[config.mk]
export PLATFORM = sky130hd
export DESIGN_NAME = gpio_ctrl_flat
export DESIGN_NICKNAME = d
export VERILOG_FILES = /design/src/rtl/gpio_ctrl_pkg.sv /design/src/rtl/gpio_ctrl_if.sv /design/src/rtl/gpio_ctrl_in_filter.sv /design/src/rtl/gpio_ctrl.sv /design/src/flat_wrapper.sv
export SDC_FILE = /design/constraint.sdc
export NUM_CORES = 1
export LEC_CHECK = 0
export CAP_MARGIN = 40
export CORE_MARGIN = 1
export CORE_UTILIZATION = 25
export DETAILED_ROUTE_END_ITERATION = 6
export PLACE_DENSITY = 0.52
export RECOVER_POWER = 25
export SYNTH_ARGS = -nofsm -noshare
export SYNTH_HDL_FRONTEND = slang
export SYNTH_SLANG_ARGS = --single-unit
[constraint.sdc]
create_clock -name CLK_I -period 1.1 [get_ports CLK_I]
set_clock_uncertainty 0.05 [all_clocks]
set_input_delay 0.22 -clock CLK_I [delete_from_list [all_inputs] [get_ports CLK_I]]
set_output_delay 0.22 -clock CLK_I [all_outputs]
set_load 0.05 [all_outputs]
[src/rtl/gpio_ctrl_pkg.sv]
// Shared register-map constants and helpers for the GPIO register block.
package gpio_ctrl_pkg;

  typedef logic [31:0] gpio_word_t;

  localparam logic [1:0] GPIO_OUT_OFS   = 2'd0;
  localparam logic [1:0] GPIO_OE_OFS    = 2'd1;
  localparam logic [1:0] GPIO_INCFG_OFS = 2'd2;
  localparam logic [1:0] GPIO_IRQ_OFS   = 2'd3;

  localparam int unsigned IRQ_EN_LSB = 16;

  function automatic gpio_word_t pack_word(input logic [15:0] hi, input logic [15:0] lo);
    return {hi, lo};
  endfunction

endpackage

[src/rtl/gpio_ctrl_if.sv]
// Register-access port between the Wishbone slave (master side) and gpio_ctrl (slave side).
interface gpio_ctrl_if;
  logic        CTRL_WE;
  logic [3:0]  CTRL_ADDR;
  logic [31:0] CTRL_DATA_IN;
  logic [31:0] CTRL_DATA_OUT;

  modport master (
    output CTRL_WE, CTRL_ADDR, CTRL_DATA_IN,
    input  CTRL_DATA_OUT
  );

  modport slave (
    input  CTRL_WE, CTRL_ADDR, CTRL_DATA_IN,
    output CTRL_DATA_OUT
  );
endinterface

[src/rtl/gpio_ctrl_in_filter.sv]
// Per-pin input path: two-flop synchroniser, optional debouncer, rising-edge detect.
// Debouncer present only when GPIO_DEBOUNCE_EN is defined.
module gpio_in_filter #(
  parameter int unsigned DEBOUNCE_CYCLES = 1000,
  parameter int unsigned CNT_W           = 10
) (
  input  logic clk,
  input  logic rst_n,
  input  logic pad,
  output logic filt,
  output logic rise
);

  logic sync1;
  logic sync2;
  logic prev;

  always_ff @(posedge clk or negedge rst_n) begin
    if (!rst_n) begin
      sync1 <= 1'b0;
      sync2 <= 1'b0;
      prev  <= 1'b0;
    end else begin
      sync1 <= pad;
      sync2 <= sync1;
      prev  <= filt;
    end
  end

`ifdef GPIO_DEBOUNCE_EN
  logic [CNT_W-1:0] cnt;
  logic             filt_q;

  // Counter only runs while sync2 disagrees with the accepted value.
  always_ff @(posedge clk or negedge rst_n) begin
    if (!rst_n) begin
      cnt    <= '0;
      filt_q <= 1'b0;
    end else if (sync2 == filt_q) begin
      cnt <= '0;
    end else if (cnt == CNT_W'(DEBOUNCE_CYCLES - 1)) begin
      cnt    <= '0;
      filt_q <= sync2;
    end else begin
      cnt <= cnt + 1'b1;
    end
  end

  assign filt = filt_q;
`else
  logic [CNT_W-1:0] unused_cfg;
  assign unused_cfg = CNT_W'(DEBOUNCE_CYCLES);
  assign filt       = sync2;
`endif

  assign rise = filt & ~prev;

endmodule

[src/rtl/gpio_ctrl.sv]
// GPIO register block: OUT/OE/IN_CFG/IRQ_STAT registers, filtered inputs, level IRQ.
// Optional per-pin input debouncing via GPIO_DEBOUNCE_EN.
module gpio_ctrl
  import gpio_ctrl_pkg::*;
#(
  parameter int unsigned NUM_GPIO        = 16,
  parameter int unsigned DEBOUNCE_CYCLES = 1000,
  parameter int unsigned CNT_W           = 10
) (
  input  logic                CLK_I,
  input  logic                RST_I,
  gpio_ctrl_if.slave          ctrl,
  input  logic [NUM_GPIO-1:0] GPIO_IN,
  output logic [NUM_GPIO-1:0] GPIO_OUT,
  output logic [NUM_GPIO-1:0] GPIO_OE,
  output logic                IRQ_O
);

  logic [NUM_GPIO-1:0] out_q;
  logic [NUM_GPIO-1:0] oe_q;
  logic [NUM_GPIO-1:0] irq_en_q;
  logic [NUM_GPIO-1:0] irq_stat_q;
  logic [NUM_GPIO-1:0] filt;
  logic [NUM_GPIO-1:0] rise;
  logic [NUM_GPIO-1:0] w1c;
  gpio_word_t          data_out_q;
  gpio_word_t          rd_data;
  logic                irq_q;
  logic                wr_out;
  logic                wr_oe;
  logic                wr_cfg;
  logic                wr_irq;
  logic [15:0]         out16;
  logic [15:0]         oe16;
  logic [15:0]         in16;
  logic [15:0]         en16;
  logic [15:0]         stat16;
  logic                unused_bits;

  for (genvar g = 0; g < NUM_GPIO; g++) begin : g_pin
    gpio_in_filter #(
      .DEBOUNCE_CYCLES (DEBOUNCE_CYCLES),
      .CNT_W           (CNT_W)
    ) u_filter (
      .clk   (CLK_I),
      .rst_n (RST_I),
      .pad   (GPIO_IN[g]),
      .filt  (filt[g]),
      .rise  (rise[g])
    );
  end

  always_comb begin
    wr_out = ctrl.CTRL_WE && (ctrl.CTRL_ADDR[3:2] == GPIO_OUT_OFS);
    wr_oe  = ctrl.CTRL_WE && (ctrl.CTRL_ADDR[3:2] == GPIO_OE_OFS);
    wr_cfg = ctrl.CTRL_WE && (ctrl.CTRL_ADDR[3:2] == GPIO_INCFG_OFS);
    wr_irq = ctrl.CTRL_WE && (ctrl.CTRL_ADDR[3:2] == GPIO_IRQ_OFS);
    w1c    = wr_irq ? ctrl.CTRL_DATA_IN[NUM_GPIO-1:0] : '0;
  end

  // Zero-extend each NUM_GPIO-wide register to its 16-bit field for readback.
  always_comb begin
    out16  = '0;
    oe16   = '0;
    in16   = '0;
    en16   = '0;
    stat16 = '0;
    out16[NUM_GPIO-1:0]  = out_q;
    oe16[NUM_GPIO-1:0]   = oe_q;
    in16[NUM_GPIO-1:0]   = filt;
    en16[NUM_GPIO-1:0]   = irq_en_q;
    stat16[NUM_GPIO-1:0] = irq_stat_q;
    rd_data = '0;
    case (ctrl.CTRL_ADDR[3:2])
      GPIO_OUT_OFS:   rd_data = pack_word(16'h0000, out16);
      GPIO_OE_OFS:    rd_data = pack_word(16'h0000, oe16);
      GPIO_INCFG_OFS: rd_data = pack_word(en16, in16);
      GPIO_IRQ_OFS:   rd_data = pack_word(16'h0000, stat16);
      default:        rd_data = '0;
    endcase
  end

  // A new edge setting a bit overrides a same-cycle W1C of that bit.
  always_ff @(posedge CLK_I or negedge RST_I) begin
    if (!RST_I) begin
      out_q      <= '0;
      oe_q       <= '0;
      irq_en_q   <= '0;
      irq_stat_q <= '0;
      data_out_q <= '0;
      irq_q      <= 1'b0;
    end else begin
      if (wr_out) out_q    <= ctrl.CTRL_DATA_IN[NUM_GPIO-1:0];
      if (wr_oe)  oe_q     <= ctrl.CTRL_DATA_IN[NUM_GPIO-1:0];
      if (wr_cfg) irq_en_q <= ctrl.CTRL_DATA_IN[IRQ_EN_LSB +: NUM_GPIO];
      irq_stat_q <= (irq_stat_q & ~w1c) | (rise & irq_en_q);
      data_out_q <= rd_data;
      irq_q      <= |irq_stat_q;
    end
  end

  assign unused_bits        = ^{ctrl.CTRL_ADDR[1:0], ctrl.CTRL_DATA_IN};
  assign ctrl.CTRL_DATA_OUT = data_out_q;
  assign GPIO_OUT           = out_q;
  assign GPIO_OE            = oe_q;
  assign IRQ_O              = irq_q;

endmodule

[src/flat_wrapper.sv]
// flat-port wrapper written by rule: the top's interface ports become plain ports
module gpio_ctrl_flat import gpio_ctrl_pkg::*;
#(
  parameter int unsigned NUM_GPIO        = 16,
  parameter int unsigned DEBOUNCE_CYCLES = 1000,
  parameter int unsigned CNT_W           = 10
)
  (CLK_I, RST_I, GPIO_IN, GPIO_OUT, GPIO_OE, IRQ_O, ctrl_CTRL_WE, ctrl_CTRL_ADDR, ctrl_CTRL_DATA_IN, ctrl_CTRL_DATA_OUT);
  gpio_ctrl_if ctrl_i ();
  input  logic CLK_I;
  input  logic RST_I;
  input  logic [NUM_GPIO-1:0] GPIO_IN;
  output logic [NUM_GPIO-1:0] GPIO_OUT;
  output logic [NUM_GPIO-1:0] GPIO_OE;
  output logic IRQ_O;
  input wire logic [$bits(ctrl_i.CTRL_WE)-1:0] ctrl_CTRL_WE;
  input wire logic [$bits(ctrl_i.CTRL_ADDR)-1:0] ctrl_CTRL_ADDR;
  input wire logic [$bits(ctrl_i.CTRL_DATA_IN)-1:0] ctrl_CTRL_DATA_IN;
  output wire logic [$bits(ctrl_i.CTRL_DATA_OUT)-1:0] ctrl_CTRL_DATA_OUT;
  assign ctrl_i.CTRL_WE = ctrl_CTRL_WE;
  assign ctrl_i.CTRL_ADDR = ctrl_CTRL_ADDR;
  assign ctrl_i.CTRL_DATA_IN = ctrl_CTRL_DATA_IN;
  assign ctrl_CTRL_DATA_OUT = ctrl_i.CTRL_DATA_OUT;
  gpio_ctrl #(.NUM_GPIO(NUM_GPIO), .DEBOUNCE_CYCLES(DEBOUNCE_CYCLES), .CNT_W(CNT_W)) u_core (.CLK_I(CLK_I), .RST_I(RST_I), .ctrl(ctrl_i), .GPIO_IN(GPIO_IN), .GPIO_OUT(GPIO_OUT), .GPIO_OE(GPIO_OE), .IRQ_O(IRQ_O));
endmodule
* Word level (Yosys, flattened, before mapping) *
Cells that the tools add are included.
Widths: inputs -> output; s select.

storage, ports and cells
  register bits = 145
  output and inout port bits = 65
  logic and storage cells = 101

operators by class
  equal/unequal tests = 3
  muxes and demuxes = 2
  bitwise logic cells = 36
  reduce and logical (&&, ||, !) cells = 6

operators by type and width
  operator            number
  $pmux 32 s4         1
  $and 16x16->16      2
  $and 1x1->1         16
  $mux 16             1
  $not 1->1           16
  $not 16->16         1
  $or 16x16->16       1
  $reduce_or 16->1    1
  $eq 2x2->1 const B  2
  $logic_and 1x1->1   4
  $eq 2x1->1 const B  1
  $logic_not 2->1     1

* Depth between registers and ports, before layout *
Gate-level depths: netlist (run 1).

  depth after elaboration = 6
  mapped depth = 5
  mapped depth without buffers = 2

* Cells and area by module *
A second synthesis (run 1) with hierarchy kept.

unflattened totals
  cell total of the unflattened synthesis = 296
  area total of the unflattened synthesis = 5,277.6 µm²

by module, submodules not included
  module          times used  cells an instance  area an instance (µm²)
  gpio_ctrl       1           232                3,856.2
  gpio_in_filter  16          4                  88.8

* Least setup slack after synthesis (run 1) *
Ideal clock, no wire load.

  path type = input to register
  start = input ctrl_CTRL_ADDR[3]
  end = register u_core.out_q[10] (netlist: u_core.GPIO_OUT[10])
  library setup time = 0.125 ns
  data arrival time = 1.215 ns
  slack = -0.290 ns
  stages on the path = 4
  cells stage by stage = buf_4 -> nor3b_4 -> buf_6 -> mux2_2

on the way
  longest elaborated chain between the ends = 2

ends and longest elaborated chain
  what                  RTL line            RTL
  start, declared       flat_wrapper.sv:17  input wire logic [$bits(ctrl_i.CTRL_ADDR)-1:0] ctrl_CTRL_ADDR;
  $logic_not 2->1       gpio_ctrl.sv:54     wr_out = ctrl.CTRL_WE && (ctrl.CTRL_ADDR[3:2] == GPIO_OUT_OFS);
  $logic_and 1x1->1     gpio_ctrl.sv:54
  end signal, assigned  gpio_ctrl.sv:93     if (wr_out) out_q <= ctrl.CTRL_DATA_IN[NUM_GPIO-1:0];
  end, declared         gpio_ctrl.sv:19     logic [NUM_GPIO-1:0] out_q;

No other way between the ends.
A chain may end at the register's enable or synchronous reset.

* Worst setup path after layout (run 1) *
  start = register u_core.out_q[15] (netlist: u_core.GPIO_OUT[15])
  end = output GPIO_OUT[15]

RTL lines
  what           RTL line            RTL
  end, declared  flat_wrapper.sv:13  output logic [NUM_GPIO-1:0] GPIO_OUT;

No word-level cell between the ends.

==> results of run 1 <==
[cell families (layout without fill, tap and decap cells)]
family	Yosys count	in the layout
flip-flops	145	145
multiplexers	64	64
AO/OA/AOI/OAI	16	16
buffers and inverters	18	238
AND/OR/NAND/NOR	53	53
[stage by stage]
step	utilization, %	cell area (um^2)	worst slack, ns	TNS [ns]
2_1_floorplan	-	5210	-0.2574	-5.879
3_3_place_gp	39.47	7807	-0.5925	-36.83
4_1_cts	44.19	8741	-0.2859	-14.95
6_report	44.71	8845	-0.2786	-13.51
5_1_grt	44.71	8845	-0.3120	-27.54
3_5_place_dp	39.47	7807	-0.6196	-38.38
[worst max-delay path, stage by stage (launching register included)]
cell and delay (ns):
dfrtp_2 0.42, buf_6 0.13, buf_12 0.14
[area by class of cell]
class                           instances  area, um^2
Inverter                                4       15.01
Clock buffer                           20       466.7
Clock inverter                         12       153.9
Sequential cell                       145        3649
Fill cell                            1749       10940
Timing Repair Buffer                  202        2765
Tap cell                              265       331.6
Multi-Input combinational cell        133        1464
[synthesized netlist by cell type]
cell,instances
nand4_1,17
nor4_1,4
a32o_1,4
buf_2,4
buf_4,4
buf_6,2
nor2b_1,1
nand2_1,12
buf_1,2
o2bb2ai_1,12
inv_1,4
nand3b_4,2
dfrtp_1,145
mux4_2,16
mux2_2,48
nor3b_4,1
clkbuf_1,2
and2_1,16
[timing repair]
item                                    CTS  global route
hold buffers                              1             0
pin swaps                                 0             1
cloned                                    1             0
endpoints found under the setup margin  115            87
buffers inserted                         19             9
hold endpoints to repair                145             0
gates resized for setup                  36            29
[power groups by stage]
stage / clock network (uW) / logic, uW / registers (uW)
floorplan: 0 / 843 / 7930
global placement: 0 / 5000 / 6700
detailed placement: 0 / 5060 / 6720
CTS: 6130 / 5400 / 6690
global route: 6400 / 5700 / 6810
finish: 5990 / 5460 / 6720
[per-layer routing]
| metal | up-vias | track usage (%) | wire, um |
|---|---|---|---|
| met3 | 13 | 4.119 | 703 |
| met4 | 0 | 5.421 | 189 |
| li1 | 1503 | - | - |
| met2 | 101 | 22.33 | 6807 |
| met5 | - | 0 | 0 |
| met1 | 1739 | 18.22 | 5923 |
[flip-flops by register name (all words and copies together) (netlist names)]
register and count:
u_core.g_pin.u_filter.filt 16, u_core.g_pin.u_filter.prev 16, u_core.GPIO_OUT 16, u_core.irq_stat_q 16, u_core.ctrl.CTRL_DATA_OUT 32, u_core.IRQ_O 1
u_core.en16 16, u_core.GPIO_OE 16, u_core.g_pin.u_filter.sync1 16
[worst max path at each step]
stage	startpoint	to	slack [ns]	cells past startpoint
after floorplan	ctrl_CTRL_ADDR[2]	u_core.GPIO_OUT[10]$_DFFE_PN0P_	-0.26	4
after global placement	ctrl_CTRL_WE	u_core.GPIO_OUT[15]$_DFFE_PN0P_	-0.59	4
after detailed placement	ctrl_CTRL_WE	u_core.GPIO_OUT[3]$_DFFE_PN0P_	-0.62	4
after CTS	u_core.GPIO_OUT[3]$_DFFE_PN0P_	GPIO_OUT[3]	-0.29	2
after global routing	u_core.GPIO_OUT[15]$_DFFE_PN0P_	GPIO_OUT[15]	-0.31	2
final	u_core.GPIO_OUT[15]$_DFFE_PN0P_	GPIO_OUT[15]	-0.28	2
==> flow_summary.toml, run 1 <==
[setup_path]
critPathRequiredTime_ns = 0.83
crit_type = "flop to output port"
rr_startpoint = "u_core.GPIO_OE[2]$_DFFE_PN0P_"
r2r_end = "u_core.ctrl.CTRL_DATA_OUT[2]$_DFF_PN0_"
worstSetupEndpointType = "output port"
r2r_slack_ns = -0.07
r2r_cells = 2
cp_data_arrival_time_ns = 1.11
worstPathMaxFanout = 2
worst_setup_path_start_kind = "flop"

[sta]
fin_crit_ns = 1.379
slew_headroom_pct = 51.88
tightest_slew_ns = 0.7218
hold_viol_final = 0
max_freq_mhz = 725.4
setup_ws_ns = -0.2786
maxSlewViolCount = 0
final-setup-viol-count = 83
whs_ns = 0.2429
rsz0062_at_grt = "yes"
timing.final.crit_share_pct = 125.3

[floorplanning]
row_count = 51
core-area_um2 = 19780
start_util_pct = 25.88
die_y_um = 145.1
die_area_um2 = 21050
pin_count = 120
fp.dieW_um = 145.1

[pwr]
clkPwrFrac_pct = 33.0
internal_power_uw = 12880
seq_power_share_pct = 37.0
powerDensity_nw_per_um2 = 2053
vdd_drop_max_uv = 1123
total_power_uw = 18160
power.leakage_uw = 0.003850
combPwrFrac_pct = 30.0
switching_share_pct = 29.07
switchingPower_uw = 5280

[synthesis]
synth-compound-area-share_pct = 2.835
syn_inst = 296
synth_top_family_by_area = "multiplexers"
synth-adder-area-share_pct = 0
synth_xor_area_share_pct = 0
avgSynthCellArea_um2 = 17.29
yosys_warnings = 0
synth_top_cell_by_area = "dfrtp_1"
synth_cell_types = 18
netlist.area_leader.share_pct = 70.89
synth.ff_latch_count = 145
ys_seq_area_share_pct = 70.89
syn_nets = 351
muxShareOfSynthArea_pct = 17.60
synthTopCellsByArea = "dfrtp_1 71%, mux2_2 11%, mux4_2 7.0%, nand4_1 2.1%, o2bb2ai_1 2.1%"
synth_area_um2 = 5119
yosys.area_share.simple_pct = 6.673

[finish]
drive_gt1_share_pct = 52.52
stdcell_count = 781
nNetsFinal = 558
final_common_cell = "dfrtp_1"
n_antenna_cell = 0
layout_common_cells = "129 x dfrtp_1, 75 x buf_12, 46 x buf_6, 34 x mux2_2, 32 x clkdlybuf4s50_1"
area_growth_pct = 72.79

[routing]
vias = 3356
route.detailed.drc = 0
drtPass1Iterations = 4
avgViaCountPerCell = 4.297
totalWireLength_um = 13620
wl_per_cell_um = 17.44
drtAntennaViolNets = 0
drtIter0Drc = 115

[hold_path]
hp-class = "input port to flop"
hold_path_depth = 4
worstHoldStart = "ctrl_CTRL_WE"
min_to = "u_core.irq_stat_q[0]$_DFF_PN0_"

[clock_tree]
clock_sinks = 145
clkTransAtPathRegs_ns = 0.06
clock_path_buffers = 2
cts.htree.levels = 4
cts_tree = "done"
clk_latency_ns = 0.42
cts_root_buffer = "clkbuf_16"
cts_buffers = 17

[global_routing]
grt_pass1_wl_um = 22080
globalRoute.totalOverflow = 0
grt_pass1_vias = 3834
grt_use_total_pct = 14.13
antenna_found_initial = 0
grt_max_degree = 35

[job]
cap_violations = 0

[placed_design]
io_buffers = 117
globalplace.congestion = 0.7637
dp_hpwl_um = 9615
place_inst = 724

[run_status]
status = "finished with violations"
violations = "negative setup slack"
(Power assumes the default switching activity.)
==> run 2: changes to the inputs <==
--- a/config.mk
+++ b/config.mk
@@ -9,7 +9,8 @@
 export CORE_MARGIN = 1
 export CORE_UTILIZATION = 25
 export DETAILED_ROUTE_END_ITERATION = 6
-export PLACE_DENSITY = 0.52
+export DONT_BUFFER_PORTS = 1
+export PLACE_DENSITY = 0.44
 export RECOVER_POWER = 25
 export SYNTH_ARGS = -nofsm -noshare
 export SYNTH_HDL_FRONTEND = slang
==> constraint.sdc (replaced) <==
create_clock -name CLK_I -period 1.1 [get_ports CLK_I]
set_clock_uncertainty 0.05 [all_clocks]
set_input_delay 0.165 -clock CLK_I [delete_from_list [all_inputs] [get_ports CLK_I]]
set_output_delay 0.165 -clock CLK_I [all_outputs]
set_load 0.05 [all_outputs]
==> run 2 against run 1 <==
The run ends with negative hold slack, negative setup slack left. Largest power group unchanged. Highest routed layer unchanged. Via count shrank 5.7%. Routed wire length fell by 5.2%. Total power down 5.9%.
==> flow_summary.toml, run 2 (synthesis results as in run 1) <==
[sta]
slew_headroom_pct = 78.37
max_freq_mhz = 776.1
maxSlewViolCount = 0
setup_ws_ns = -0.1886
hold_viol_final = 177
tightest_slew_ns = 0.3218
fin_crit_ns = 1.289
rsz0062_at_grt = "yes"
setup_tns_ns = -5.958
final-setup-viol-count = 82
whs_ns = -0.6028
timing.final.crit_share_pct = 117.1

[global_routing]
grt_use_total_pct = 13.14
grt_max_degree = 146
antenna_found_initial = 0
grt_pass1_vias = 3551
globalRoute.totalOverflow = 0
grt_pass1_wl_um = 20820

[placed_design]
globalplace.congestion = 0.6954
pre_cts_ws_ns = -0.2396
dp_hpwl_um = 7976
io_buffers = 0
place_inst = 617

[finish]
stdcell_count = 734
nNetsFinal = 511
n_antenna_cell = 0
drive_gt1_share_pct = 48.83
utilization_pct = 39.46
final_common_cell = "dfrtp_1"
largest_register_ffs = 32
area_growth_pct = 52.51
layout_common_cells = "123 x dfrtp_1, 80 x buf_6, 49 x dlygate4sd3_1, 38 x mux2_2, 22 x dfrtp_2"

[run_status]
violations = "negative hold slack, negative setup slack"
status = "finished with violations"

[setup_path]
critPathRequiredTime_ns = 0.88
cp_data_arrival_time_ns = 1.07
worst_setup_path_start_kind = "flop"
crit_type = "flop to output port"
worstSetupEndpointType = "output port"
worstPathMaxFanout = 2

[job]
cap_violations = 0

[routing]
drtIter0Drc = 117
route.detailed.drc = 0
vias = 3165
drtPass1Iterations = 4
totalWireLength_um = 12910
drtAntennaViolNets = 0
avgViaCountPerCell = 4.312
wl_per_cell_um = 17.59

[floorplanning]
core-area_um2 = 19780
start_util_pct = 25.88
die_area_um2 = 21050
die_y_um = 145.1
fp.dieW_um = 145.1
pin_count = 120
row_count = 51

[pwr]
seq_power_share_pct = 39.9
internal_power_uw = 12280
clkPwrFrac_pct = 37.8
vdd_drop_max_uv = 991.9
switchingPower_uw = 4811
switching_share_pct = 28.16
power.leakage_uw = 0.003392
combPwrFrac_pct = 22.2
powerDensity_nw_per_um2 = 2189

[clock_tree]
clock_sinks = 145
cts_root_buffer = "clkbuf_16"
cts_hold_buf = 49
clock_path_buffers = 2
cts_buffers = 17
clkTransAtPathRegs_ns = 0.06
clk_latency_ns = 0.41
cts.htree.levels = 4
cts_tree = "done"

[hold_path]
hp-class = "input port to async pin"
## run 2: changes by cell type in the layout (fill, tap and decap cells not counted), sizes merged
cell / before / now
buf: 152 / 106
clkdlybuf4s50: 32 / 0
dlygate4sd3: 17 / 49
clkinvlp: 3 / 0
bufinv: 3 / 5
inv: 6 / 4
clkbuf: 21 / 22
clkinv: 4 / 5
## run 2: area by class of cell
| type | instances | area, um^2 |
|---|---|---|
| repair buffers | 155 | 1692 |
| multi-input cells | 133 | 1449 |
| inverters | 4 | 15.01 |
| clock inverters | 10 | 178.9 |
| clock buffers | 22 | 484.2 |
| flip-flops and latches | 145 | 3656 |
| well taps | 265 | 331.6 |
| fillers | 1856 | 11980 |
## run 2: worst max-delay path: stages (launching register included)
cell	delay, ns
dfrtp_1	0.39
buf_6	0.13
buf_8	0.14
## run 2: metal layers
metal  GRT usage [%]  vias to the layer above  share of wire [%]
li1                -                     1400                  -
met5               0                        -                  0
met4           3.789                        0               0.96
met2           21.15                       86                 49
met3           4.906                       11                5.8
met1           16.40                     1668                 44
## run 2: repair_timing
item                                    CTS  global route
cloned                                    0             0
endpoints found under the setup margin   66            82
resized for setup                        81            21
endpoints found under the hold margin   247           177
pin swaps                                 2             1
buffers inserted                         30             6
## run 2: path summary, 6_finish.rpt
kind,startpoint,endpoint,slack [ns],cells after the start
max in group asynchronous,RST_I,u_core.GPIO_OE[9]$_DFFE_PN0P_,1.43,0
setup / recovery,u_core.GPIO_OUT[9]$_DFFE_PN0P_,GPIO_OUT[9],-0.19,2
hold reg to reg,u_core.g_pin[3].u_filter.sync1$_DFF_PN0_,u_core.g_pin[3].u_filter.filt$_DFF_PN0_,0.30,0
setup reg to reg,u_core.GPIO_OE[9]$_DFFE_PN0P_,u_core.ctrl.CTRL_DATA_OUT[9]$_DFF_PN0_,-0.08,2
min in group CLK_I,ctrl_CTRL_ADDR[3],u_core.ctrl.CTRL_DATA_OUT[10]$_DFF_PN0_,-0.11,1
hold / removal,RST_I,u_core.g_pin[3].u_filter.sync1$_DFF_PN0_,-0.60,0
## run 2: power groups by stage
stage          logic, uW  clock network, uW  registers [uW]
6_report            3800               6470            6830
5_1_grt             3980               6880            6910
4_1_cts             3680               6660            6810
3_3_place_gp        2830                  0            6820
2_1_floorplan        838                  0            7930
3_5_place_dp        2860                  0            6840
## run 2: through the flow
step	cell area [um^2]	power (uW)
2_1_floorplan	5199	8768
3_3_place_gp	6000	9645
3_5_place_dp	6011	9706
4_1_cts	7685	17150
5_1_grt	7806	17770
6_report	7806	17090
==> run 3: changes to the inputs <==
--- a/config.mk
+++ b/config.mk
@@ -9,8 +9,7 @@
 export CORE_MARGIN = 1
 export CORE_UTILIZATION = 25
 export DETAILED_ROUTE_END_ITERATION = 6
-export DONT_BUFFER_PORTS = 1
-export PLACE_DENSITY = 0.44
+export PLACE_DENSITY = 0.52
 export RECOVER_POWER = 25
 export SYNTH_ARGS = -nofsm -noshare
 export SYNTH_HDL_FRONTEND = slang
==> run 3 against run 2 <==
The flow finishes with violations (negative setup slack). Cell count is 7.2% higher. Non-clock buffer count up 53. Design area up 14%. Flip-flop and latch count did not move. Combinational power rose by 44%. Global-route usage is 0.68 points higher. Routed wire length is 5.0% higher. Highest routed layer is now met5. Critical endpoint is now GPIO_OUT[1]. Critical path type unchanged. Count of clock-buffer cells in the layout is 2 lower. Clock power shrank 5.3%. Critical path depth is the same. Die area unchanged. Sequential power fell by 1%.
==> flow_summary.toml, run 3 (synthesis results as in run 1) <==
[finish]
multi_input_area_um2 = 1481
utilization_pct = 44.82
stdcell_count = 787
largest_register_ffs = 32
n_antenna_cell = 0
area_growth_pct = 73.21
final_common_cell = "dfrtp_1"
final-seq-area_um2 = 3646
layout_common_cells = "131 x dfrtp_1, 72 x buf_12, 46 x buf_6, 37 x buf_4, 35 x mux2_2"
fillCellCount = 1804
nNetsFinal = 564
stdcell_area_um2 = 8866
drive_gt1_share_pct = 52.68

[setup_path]
max_stage_delay_ns = 0.42
crit_slowest_cell = "dfrtp_2"
crit_type = "flop to output port"
crit_chain = "buf_6 > buf_12"
worstSetupEndpointType = "output port"
critPathRequiredTime_ns = 0.88
worst_setup_path_start_kind = "flop"
cp_data_arrival_time_ns = 1.10
worst-path-buf-inv = 2
worstPathMaxFanout = 2
r2r_cells = 2
critical_path_cell_count = 2
critPathTopFamily = "flip-flops"

[sta]
setup_ws_ns = -0.2199
hold_viol_final = 0
fin_crit_ns = 1.320
final-setup-viol-count = 80
maxSlewViolCount = 0
timing.final.crit_share_pct = 120.0
setup_tns_ns = -9.938
tightest_slew_ns = 0.5991
slew_headroom_pct = 60.06
max_freq_mhz = 757.6
rsz0062_at_grt = "yes"

[global_routing]
grt_pass1_vias = 3863
grt_max_degree = 39
grt_pass1_wl_um = 21720
antenna_found_initial = 2
globalRoute.totalOverflow = 0
grt_use_total_pct = 13.82

[placed_design]
io_buffers = 117
post_dp_cell_area_um2 = 7823
dp_hpwl_um = 9919
place_inst = 731
globalplace.congestion = 0.7620

[clock_tree]
clkTransAtPathRegs_ns = 0.06
cts_tree = "done"
clock_sinks = 145
cts_buffers = 17
clock_path_buffers = 2
clk_latency_ns = 0.42
cts_root_buffer = "clkbuf_16"
cts.htree.levels = 4

[hold_path]
hold_path_depth = 1
hp-class = "input port to flop"

[routing]
route.detailed.drc = 0
vias = 3359
drtIter0Drc = 159
drtPass1Iterations = 4
wl_per_cell_um = 17.23
avgViaCountPerCell = 4.268
drtAntennaViolNets = 0
totalWireLength_um = 13560

[floorplanning]
pin_count = 120
die_y_um = 145.1
die_area_um2 = 21050
row_count = 51
fp.dieW_um = 145.1
core-area_um2 = 19780
start_util_pct = 25.88

[job]
cap_violations = 0

[run_status]
status = "finished with violations"
violations = "negative setup slack"

[pwr]
power.leakage_uw = 0.003862
vdd_drop_max_uv = 1116
powerDensity_nw_per_um2 = 2070
==> run 3: cell types whose count changed in the layout (fill, tap and decap cells not counted), moves of 8 or more <==
cell,before,now
dlygate4sd3_1,49,17
buf_4,16,37
dfrtp_1,123,131
dfrtp_2,22,14
buf_12,6,72
buf_6,80,46
clkdlybuf4s50_1,0,32
==> run 3: repair_timing <==
| item | in CTS | in global routing |
|---|---|---|
| setup endpoints to repair | 115 | 81 |
| cloned | 0 | 0 |
| pin swaps | 3 | 2 |
| buffers inserted | 18 | 10 |
| endpoints found under the hold margin | 145 | 0 |
| hold buffers | 1 | 0 |
| gates resized for setup | 41 | 17 |
==> run 3: metal layers <==
metal | vias up | part of all wire [%] | track usage (%)
li1 | 1506 | - | -
met1 | 1729 | 44 | 17.29
met2 | 102 | 49 | 22.26
met3 | 18 | 5.5 | 4.025
met4 | 4 | 1.4 | 5.842
met5 | - | 0.13 | 0
==> run 3: path summary, 6_finish.rpt <==
| check | end | slack, ns | start |
|---|---|---|---|
| max reg2reg | u_core.ctrl.CTRL_DATA_OUT[9]$_DFF_PN0_ | -0.09 | u_core.GPIO_OE[9]$_DFFE_PN0P_ |
| max in group asynchronous | u_core.g_pin[8].u_filter.prev$_DFF_PN0_ | 0.13 | RST_I |
| min in group asynchronous | u_core.GPIO_OE[10]$_DFFE_PN0P_ | 0.28 | RST_I |
| min | u_core.g_pin[12].u_filter.sync1$_DFF_PN0_ | 0.24 | GPIO_IN[12] |
| min reg2reg | u_core.g_pin[1].u_filter.filt$_DFF_PN0_ | 0.29 | u_core.g_pin[1].u_filter.sync1$_DFF_PN0_ |
| max | GPIO_OUT[1] | -0.22 | u_core.GPIO_OUT[1]$_DFFE_PN0P_ |
==> run 3: worst register-to-register path: stages, from the launching register on <==
cell and delay, ns:
dfrtp_2 0.43, buf_6 0.12, mux4_2 0.45
==> run 3: metrics by stage <==
step / setup WS [ns] / hold slack [ns] / total power [uW]
5_1_grt: -0.2477 / 0.2311 / 19050
6_report: -0.2199 / 0.2446 / 18350
3_5_place_dp: -0.5910 / 0.06136 / 11800
3_3_place_gp: -0.5609 / 0.06194 / 11700
4_1_cts: -0.2314 / 0.1061 / 18400
2_1_floorplan: -0.2024 / -0.1806 / 8768
==> run 3: layout make-up <==
class	instances	share of cell area [%]
sequential	145	41.12
timing repair buffer	208	31.06
multi-input combinational	133	16.71
clock buffer	20	5.151
tap	265	3.740
clock inverter	12	2.046
inverter	4	0.1693
==> run 3: report_power, final <==
group	internal (uW)	switching [uW]	total [uW]
clock	3920	2210	6130
combinational	3040	2440	5480
sequential	6090	645	6740
